--- src/rtl/activation_collector.sv ---
// -----------------------------------------------------------------------------
// activation_collector
//
// Collects post-ReLU activations, one per beat, into frames of WEIGHT_AMOUNT
// entries and hands complete frames downstream through a valid/ready output.
// Storage is two-deep: a fill buffer that assembles the current frame (and can
// park one complete frame as "pending"), plus the output register.
//
// Ports
//   clk          : single clock, all state on rising edge
//   rst_n        : asynchronous active-low reset
//   input_index  : position of the incoming activation within its frame
//   input_value  : incoming activation, stored unmodified
//   input_enable : index/value valid this cycle (no backpressure)
//   frame_data   : assembled frame, entry i at [(i+1)*DATA_WIDTH-1 : i*DATA_WIDTH]
//   frame_valid  : frame_data holds a complete frame
//   frame_ready  : downstream accepts frame_data on frame_valid && frame_ready
//   seq_error    : one-cycle pulse, index out of sequence or out of range
//   overflow     : one-cycle pulse, beat dropped because both stages were full
//   frame_count  : number of frames handed off, wraps at 16 bits
// -----------------------------------------------------------------------------
module activation_collector #(
   parameter int DATA_WIDTH    = 32,
   parameter int WEIGHT_AMOUNT = 4
) (
   input  logic                                clk,
   input  logic                                rst_n,
   input  logic [DATA_WIDTH-1:0]               input_index,
   input  logic [DATA_WIDTH-1:0]               input_value,
   input  logic                                input_enable,
   output logic [WEIGHT_AMOUNT*DATA_WIDTH-1:0] frame_data,
   output logic                                frame_valid,
   input  logic                                frame_ready,
   output logic                                seq_error,
   output logic                                overflow,
   output logic [15:0]                         frame_count
);

   localparam int IDX_W   = (WEIGHT_AMOUNT > 1) ? $clog2(WEIGHT_AMOUNT) : 1;
   localparam int FRAME_W = WEIGHT_AMOUNT * DATA_WIDTH;
   localparam logic [IDX_W-1:0] LAST_IDX = IDX_W'(WEIGHT_AMOUNT - 1);

   // Fill buffer and sequencing state
   logic [DATA_WIDTH-1:0] fill_r [WEIGHT_AMOUNT];
   logic                  pending_r;
   logic [IDX_W-1:0]      expected_r;

   // Output stage and status registers
   logic [FRAME_W-1:0]    frame_data_r;
   logic                  frame_valid_r;
   logic                  seq_error_r;
   logic                  overflow_r;
   logic [15:0]           frame_count_r;

   // Control decode
   logic                  handshake_s;
   logic                  release_s;
   logic                  drop_s;
   logic                  checked_s;
   logic                  in_seq_s;
   logic                  complete_s;
   logic                  bypass_load_s;
   logic                  park_s;
   logic                  restart_s;
   logic                  seq_err_s;
   logic [IDX_W-1:0]      expected_next_s;
   logic [FRAME_W-1:0]    pending_frame_s;
   logic [FRAME_W-1:0]    completed_frame_s;

   assign frame_data  = frame_data_r;
   assign frame_valid = frame_valid_r;
   assign seq_error   = seq_error_r;
   assign overflow    = overflow_r;
   assign frame_count = frame_count_r;

   // Decode this edge's beat: drop, in-sequence accept, completion or restart
   always_comb begin
      handshake_s   = frame_valid_r & frame_ready;
      release_s     = pending_r & handshake_s;
      // A parked frame blocks new beats unless it leaves at this very edge
      drop_s        = input_enable & pending_r & ~handshake_s;
      checked_s     = input_enable & ~drop_s;
      in_seq_s      = checked_s &
                      (input_index == {{(DATA_WIDTH-IDX_W){1'b0}}, expected_r});
      // While releasing, expected is 0, so a completion cannot coincide
      complete_s    = in_seq_s & (expected_r == LAST_IDX);
      bypass_load_s = complete_s & (~frame_valid_r | handshake_s);
      park_s        = complete_s & ~bypass_load_s;
      seq_err_s     = checked_s & ~in_seq_s;
      restart_s     = seq_err_s & (input_index == {DATA_WIDTH{1'b0}});
   end

   // Next expected index
   always_comb begin
      expected_next_s = expected_r;
      if (in_seq_s) begin
         if (complete_s) begin
            expected_next_s = {IDX_W{1'b0}};
         end else begin
            expected_next_s = expected_r + IDX_W'(1);
         end
      end else if (restart_s) begin
         expected_next_s = IDX_W'(1);
      end else if (seq_err_s) begin
         expected_next_s = {IDX_W{1'b0}};
      end else begin
         expected_next_s = expected_r;
      end
   end

   // Frame images: parked frame as stored, completing frame with last entry bypassed
   always_comb begin
      pending_frame_s   = {FRAME_W{1'b0}};
      completed_frame_s = {FRAME_W{1'b0}};
      for (int i = 0; i < WEIGHT_AMOUNT; i++) begin
         pending_frame_s[i*DATA_WIDTH +: DATA_WIDTH] = fill_r[i];
         if (i == WEIGHT_AMOUNT - 1) begin
            completed_frame_s[i*DATA_WIDTH +: DATA_WIDTH] = input_value;
         end else begin
            completed_frame_s[i*DATA_WIDTH +: DATA_WIDTH] = fill_r[i];
         end
      end
   end

   // Fill buffer entry writes
   always_ff @(posedge clk or negedge rst_n) begin
      if (!rst_n) begin
         for (int i = 0; i < WEIGHT_AMOUNT; i++) begin
            fill_r[i] <= {DATA_WIDTH{1'b0}};
         end
      end else if (in_seq_s) begin
         fill_r[expected_r] <= input_value;
      end else if (restart_s) begin
         fill_r[0] <= input_value;
      end else begin
         fill_r <= fill_r;
      end
   end

   // Sequencing state: expected index and pending flag
   always_ff @(posedge clk or negedge rst_n) begin
      if (!rst_n) begin
         expected_r <= {IDX_W{1'b0}};
         pending_r  <= 1'b0;
      end else begin
         expected_r <= expected_next_s;
         if (release_s) begin
            pending_r <= 1'b0;
         end else if (park_s) begin
            pending_r <= 1'b1;
         end else begin
            pending_r <= pending_r;
         end
      end
   end

   // Output register: load parked or completing frame, clear on empty handshake
   always_ff @(posedge clk or negedge rst_n) begin
      if (!rst_n) begin
         frame_data_r  <= {FRAME_W{1'b0}};
         frame_valid_r <= 1'b0;
      end else if (release_s) begin
         frame_data_r  <= pending_frame_s;
         frame_valid_r <= 1'b1;
      end else if (bypass_load_s) begin
         frame_data_r  <= completed_frame_s;
         frame_valid_r <= 1'b1;
      end else if (handshake_s) begin
         frame_valid_r <= 1'b0;
      end else begin
         frame_data_r  <= frame_data_r;
         frame_valid_r <= frame_valid_r;
      end
   end

   // Status pulses and hand-off counter
   always_ff @(posedge clk or negedge rst_n) begin
      if (!rst_n) begin
         seq_error_r   <= 1'b0;
         overflow_r    <= 1'b0;
         frame_count_r <= 16'd0;
      end else begin
         seq_error_r <= seq_err_s;
         overflow_r  <= drop_s;
         if (handshake_s) begin
            frame_count_r <= frame_count_r + 16'd1;
         end else begin
            frame_count_r <= frame_count_r;
         end
      end
   end

endmodule

--- config.mk ---
export PLATFORM = sky130hd
export DESIGN_NAME = activation_collector
export DESIGN_NICKNAME = d
export VERILOG_FILES = /design/src/rtl/activation_collector.sv
export SDC_FILE = /design/constraint.sdc
export NUM_CORES = 1
export LEC_CHECK = 0
export BUFFER_PORTS_ARGS = -buffer_cell sky130_fd_sc_hd__buf_2
export CORE_MARGIN = 2
export CORE_UTILIZATION = 33
export DETAILED_ROUTE_END_ITERATION = 10
export GPL_TIMING_DRIVEN = 0
export RECOVER_POWER = 100
export REMOVE_ABC_BUFFERS = 1
export SLEW_MARGIN = 5
export SYNTH_ARGS = -nofsm -noshare
export SYNTH_HDL_FRONTEND = slang
export SYNTH_SLANG_ARGS = --single-unit
--- constraint.sdc ---
create_clock -name clk -period 2.7 [get_ports clk]
set_clock_uncertainty 0.1 [all_clocks]
set_input_delay 0.27 -clock clk [delete_from_list [all_inputs] [get_ports clk]]
set_output_delay 0.27 -clock clk [all_outputs]
set_load 0.005 [all_outputs]
======== Yosys cells after proc, flatten, opt, wreduce, memory -nomap -nowiden ========
Cells that the tools add are included.
word-level totals
  register bits after elaboration ......... 278
  output and inout port bits .............. 147
  word-level logic and storage cells ...... 58
  bits of input ports ..................... 68
operators by class
  equal/unequal tests ..................... 2
  $lt $le $gt $ge ......................... 2
  multiplexer cells ....................... 16
  bitwise logic cells ..................... 18
  add/sub/neg operators ................... 2
  reductions and logical operators ........ 7
operators with widths
  kind                                                                          number
  128-bit 2-to-1 mux                                                            3
  128-bit bitwise mux                                                           1
  32-bit demux with 2-bit select                                                1
  32-bit 2-to-1 mux                                                             2
  32-bit by 2-bit == test with 1-bit output                                     1
  32-bit zero test                                                              1
  16-bit by 1-bit adder with 16-bit output, second input constant               1
  1-bit bitwise AND                                                             11
  2-bit 2-to-1 mux                                                              4
  2-bit nonzero test                                                            3
  3-bit nonzero test                                                            2
  1-bit 2-to-1 mux                                                              5
  1-bit inverter                                                                5
  3-bit greater-or-equal comparator, second input constant                      1
  3-bit by 1-bit less-than comparator with 1-bit output, second input constant  1
  2-bit inverter with 3-bit output                                              1
  2-bit by 1-bit adder with 2-bit output, second input constant                 1
  2-bit == test, second input constant                                          1
  1-bit logical AND                                                             1
  1-bit OR                                                                      1

======== Longest topological paths before layout ========
  depth after elaboration ................. 12
  mapped depth ............................ 9

======== Worst setup path before layout ========
Ideal clock, no wire load.
  path type ............................... input-to-reg
  start point ............................. in input_index[19]
  end point ............................... reg fill_r, in the netlist completed_frame_s[33]
  path buffers ............................ 2
  data arrival time ....................... 2,147 ps
  setup slack ............................. 328 ps
  library setup time ...................... 125 ps
  stages on the path ...................... 7
  data required time ...................... 2,475 ps
  cells stage by stage .................... nor4_1 -> nand2_1 -> or4_1 -> buf_4 -> nor4_4 -> buf_6 -> mux2_2
between the ends
  cells in the longest elaborated chain, start to end .. 2
RTL lines
  item                                       RTL line  source
  start, declared                            28        input logic [DATA_WIDTH-1:0] input_index,
  32-bit by 2-bit == test with 1-bit output  84        (input_index == {{(DATA_WIDTH-IDX_W){1'b0}}, expected_r});
  1-bit bitwise AND                          83        in_seq_s = checked_s &
  end signal, assigned by index              129       fill_r[i] <= {DATA_WIDTH{1'b0}};
  end signal, assigned by index              132       fill_r[expected_r] <= input_value;
  end signal, assigned                       136       fill_r <= fill_r;
  end, declared                              44        logic [DATA_WIDTH-1:0] fill_r [WEIGHT_AMOUNT];
No other way between the ends.
A chain may end at the register's enable or synchronous reset.

======== Final worst setup path ========
  start point ............................. in input_index[16]
  end point ............................... reg fill_r, in the netlist completed_frame_s[88]
Same word-level chain as after synthesis.

==> impl_results.md <==
* Status: complete, no violations
* Crit Path Category: in -> reg
* Slew margin rel. at 0.0478
* Core ar. at 32800 sq um
* CTS max path bufs at 3
* CP arrival at 2.88 ns
* Commonest cells after routing, fill and taps aside: dfrtp_1 (278), mux2_2 (206), buf_2 (120)
* Post-route ant nets at 0
* Initial antenna violation count at 0
* Row count at 66
* DP Cell Count at 1405
* Number of synthesized flops with an enable pin at 0
* Fmax at 392 MHz
* Most common cell after layout, fill and taps aside: dfrtp_1
* Drt pass-1 iters at 4
* Crit path max fanout at 24
* Post-route DRC at 0
* Die span in y at 187 um
* PnR Total Power at 0.00863 W
* Avg Cell Area, Syn at 14.3 sq um
* Synth unique cells at 37
* First-pass GRT wire length at 42.2 mm
* Multi-input gate area in the final layout at 3850 sq um
* Largest net degree at the start of global routing at 116
* Wire per inst at 17.0 um
* Sequential Area at 6960 sq um
* Clock root buffer: clkbuf_16
* Synth async-reset ratio at 1.00
* Overall routing resource usage at 0.149
* Final non-filler cell total at 1508
* Gr ovfl total at 0
* Nets at 1116
* IO Pins at 215
* Pwr dens at 612 nW/um^2
* Total number of vias at 7160
* Area growth syn-to-layout at 27.7%
* Synth Register Bits at 278
* RD Place Congestion at 0.722
* TritonCTS Buffers at 30
* Primary FF master, synth: dfrtp_1
* CTS tree: built
* Clk_lat worst skew at 0.54 ns
* Detailed-placement wirelength estimate at 17.3 mm
* Clk pin slew, worst setup/hold paths at 0.06 ns
* Crit end category: register
* Full die area at 34900 sq um
* MaxCap Viol Count at 0
* VDD IR-drop max at 0.525 mV
* CTS H-Tree Depth at 1
* Final Hold Fails at 0
* Worst Hold Class: in -> reg
* Data required, critical path at 3.03 ns
* Gate Count Post-Synth at 772
* RSZ-0062 raised after global routing: no
* DR iter-0 viols at 236
* Sequential area share after synthesis at 0.630
* Slew @ Worst Pin at 1.43 ns
* CTS sink count at 278
* Max-slew violation count at 0
* Final setup viols at 0
* Fill cells at 3089
* Port Buf Inserts at 214
* Tmin final at 2.55 ns
* Finished Core Util at 0.430
* Leakage at 7.12 nW
* WL final at 25.7 mm
* Cell Area, Synth at 11000 sq um
* Initial core utilization at 0.337
* Fin crit share at 0.945
* Die Width at 187 um
* Vias in the first global route at 7410
* Startpoint Class: primary input
* Ys Warns at 0
* Vias/cell at 4.75
* N_diodes at 0
* Share of layout cells above drive strength 1 at 0.393
[path summary, 6_finish.rpt]
kind                                 startpoint                     to  slack (ns)  cells after the start
min in group asynchronous                 rst_n        frame_count[13]        0.52                      2
worst max-delay path            input_index[16]  completed_frame_s[88]        0.15                      9
worst min-delay path             input_index[0]          expected_r[0]        0.05                      3
max in group asynchronous                 rst_n  completed_frame_s[52]        0.76                      3
worst min register to register  frame_count[15]        frame_count[15]        0.36                      1
worst max register to register    expected_r[1]         frame_data[29]        0.15                      9
[synthesized netlist by cell type, drive strengths merged (8+ instances only)]
master    n  area share
clkbuf   20      0.0068
a31oi    33       0.019
nand2    15      0.0051
mux2    224        0.23
inv       8      0.0027
buf      25       0.017
o21ai    34       0.015
xnor2    13       0.010
nor2     40       0.014
dfrtp   278        0.63
nor4     10      0.0097
nand3    38       0.017
[per-layer routing]
layer / up-vias / share of wire / GRT usage
met2: 174 / 0.47 / 0.243
li1: 3293 / - / -
met1: 3653 / 0.46 / 0.202
met4: 0 / 0.021 / 0.0363
met5: - / 0 / 0
met3: 40 / 0.053 / 0.0330
[critical path: stages]
cell and delay [ns]:
buf_2 0.10, nor4_1 0.29, nand2_1 0.16, or4_4 0.69, buf_12 0.22, nor4_4 0.34
buf_8 0.20, buf_4 0.22, mux2_2 0.35
[final cells by class]
type                    count  share of cell area
well taps                 442              0.0392
clock buffers              45              0.0637
multi-input cells         441               0.273
repair buffers            284               0.124
clock inverters            10             0.00435
flip-flops and latches    278               0.493
inverters                   8             0.00213
[sequential cells by signal, summed over array words and instances, names as in the netlist]
register           flops
seq_error              1
frame_valid            1
completed_frame_s     96
frame_count           16
overflow               1
frame_data           128
fill_r                32
expected_r             2
pending_r              1
[power breakdown]
part           internal [W]  switching [W]  total, W
Sequential          0.00425      0.0000562   0.00430
Clock               0.00229        0.00163   0.00392
Combinational      0.000169       0.000239  0.000407
[cells by family (layout without fill, tap and decap cells)]
kind of cell	after synthesis	in the layout	synth area share
compound gates	74	74	0.0386
fa+ha+maj	5	5	0.00566
xor+xnor	17	17	0.0135
buf+inv	53	347	0.0262
simple gates	120	120	0.0569
flops	278	278	0.630
mux	225	225	0.229
[through the flow]
stage | setup TNS [ns] | worst slack, ns | cell area [sq um] | hold slack [ns]
after CTS | 0 | 0.0409 | 14300 | 0.0209
final | 0 | 0.149 | 14100 | 0.0539
after global placement | -2305.32 | -8.76 | 12400 | 0.359
after floorplan | -513.61 | -4.54 | 10800 | -0.126
after detailed placement | -175.16 | -1.14 | 12800 | 0.125
after global routing | 0 | 0.0103 | 14100 | 0.0815
[repair_timing]
action	CTS	global route
setup endpoints to repair	252	70
hold buffers	37	0
setup buffers	11	0
endpoints found under the hold margin	216	0
pin swaps	6	0
resized for setup	4	4
Note: power is estimated with default switching activity, not from simulation.
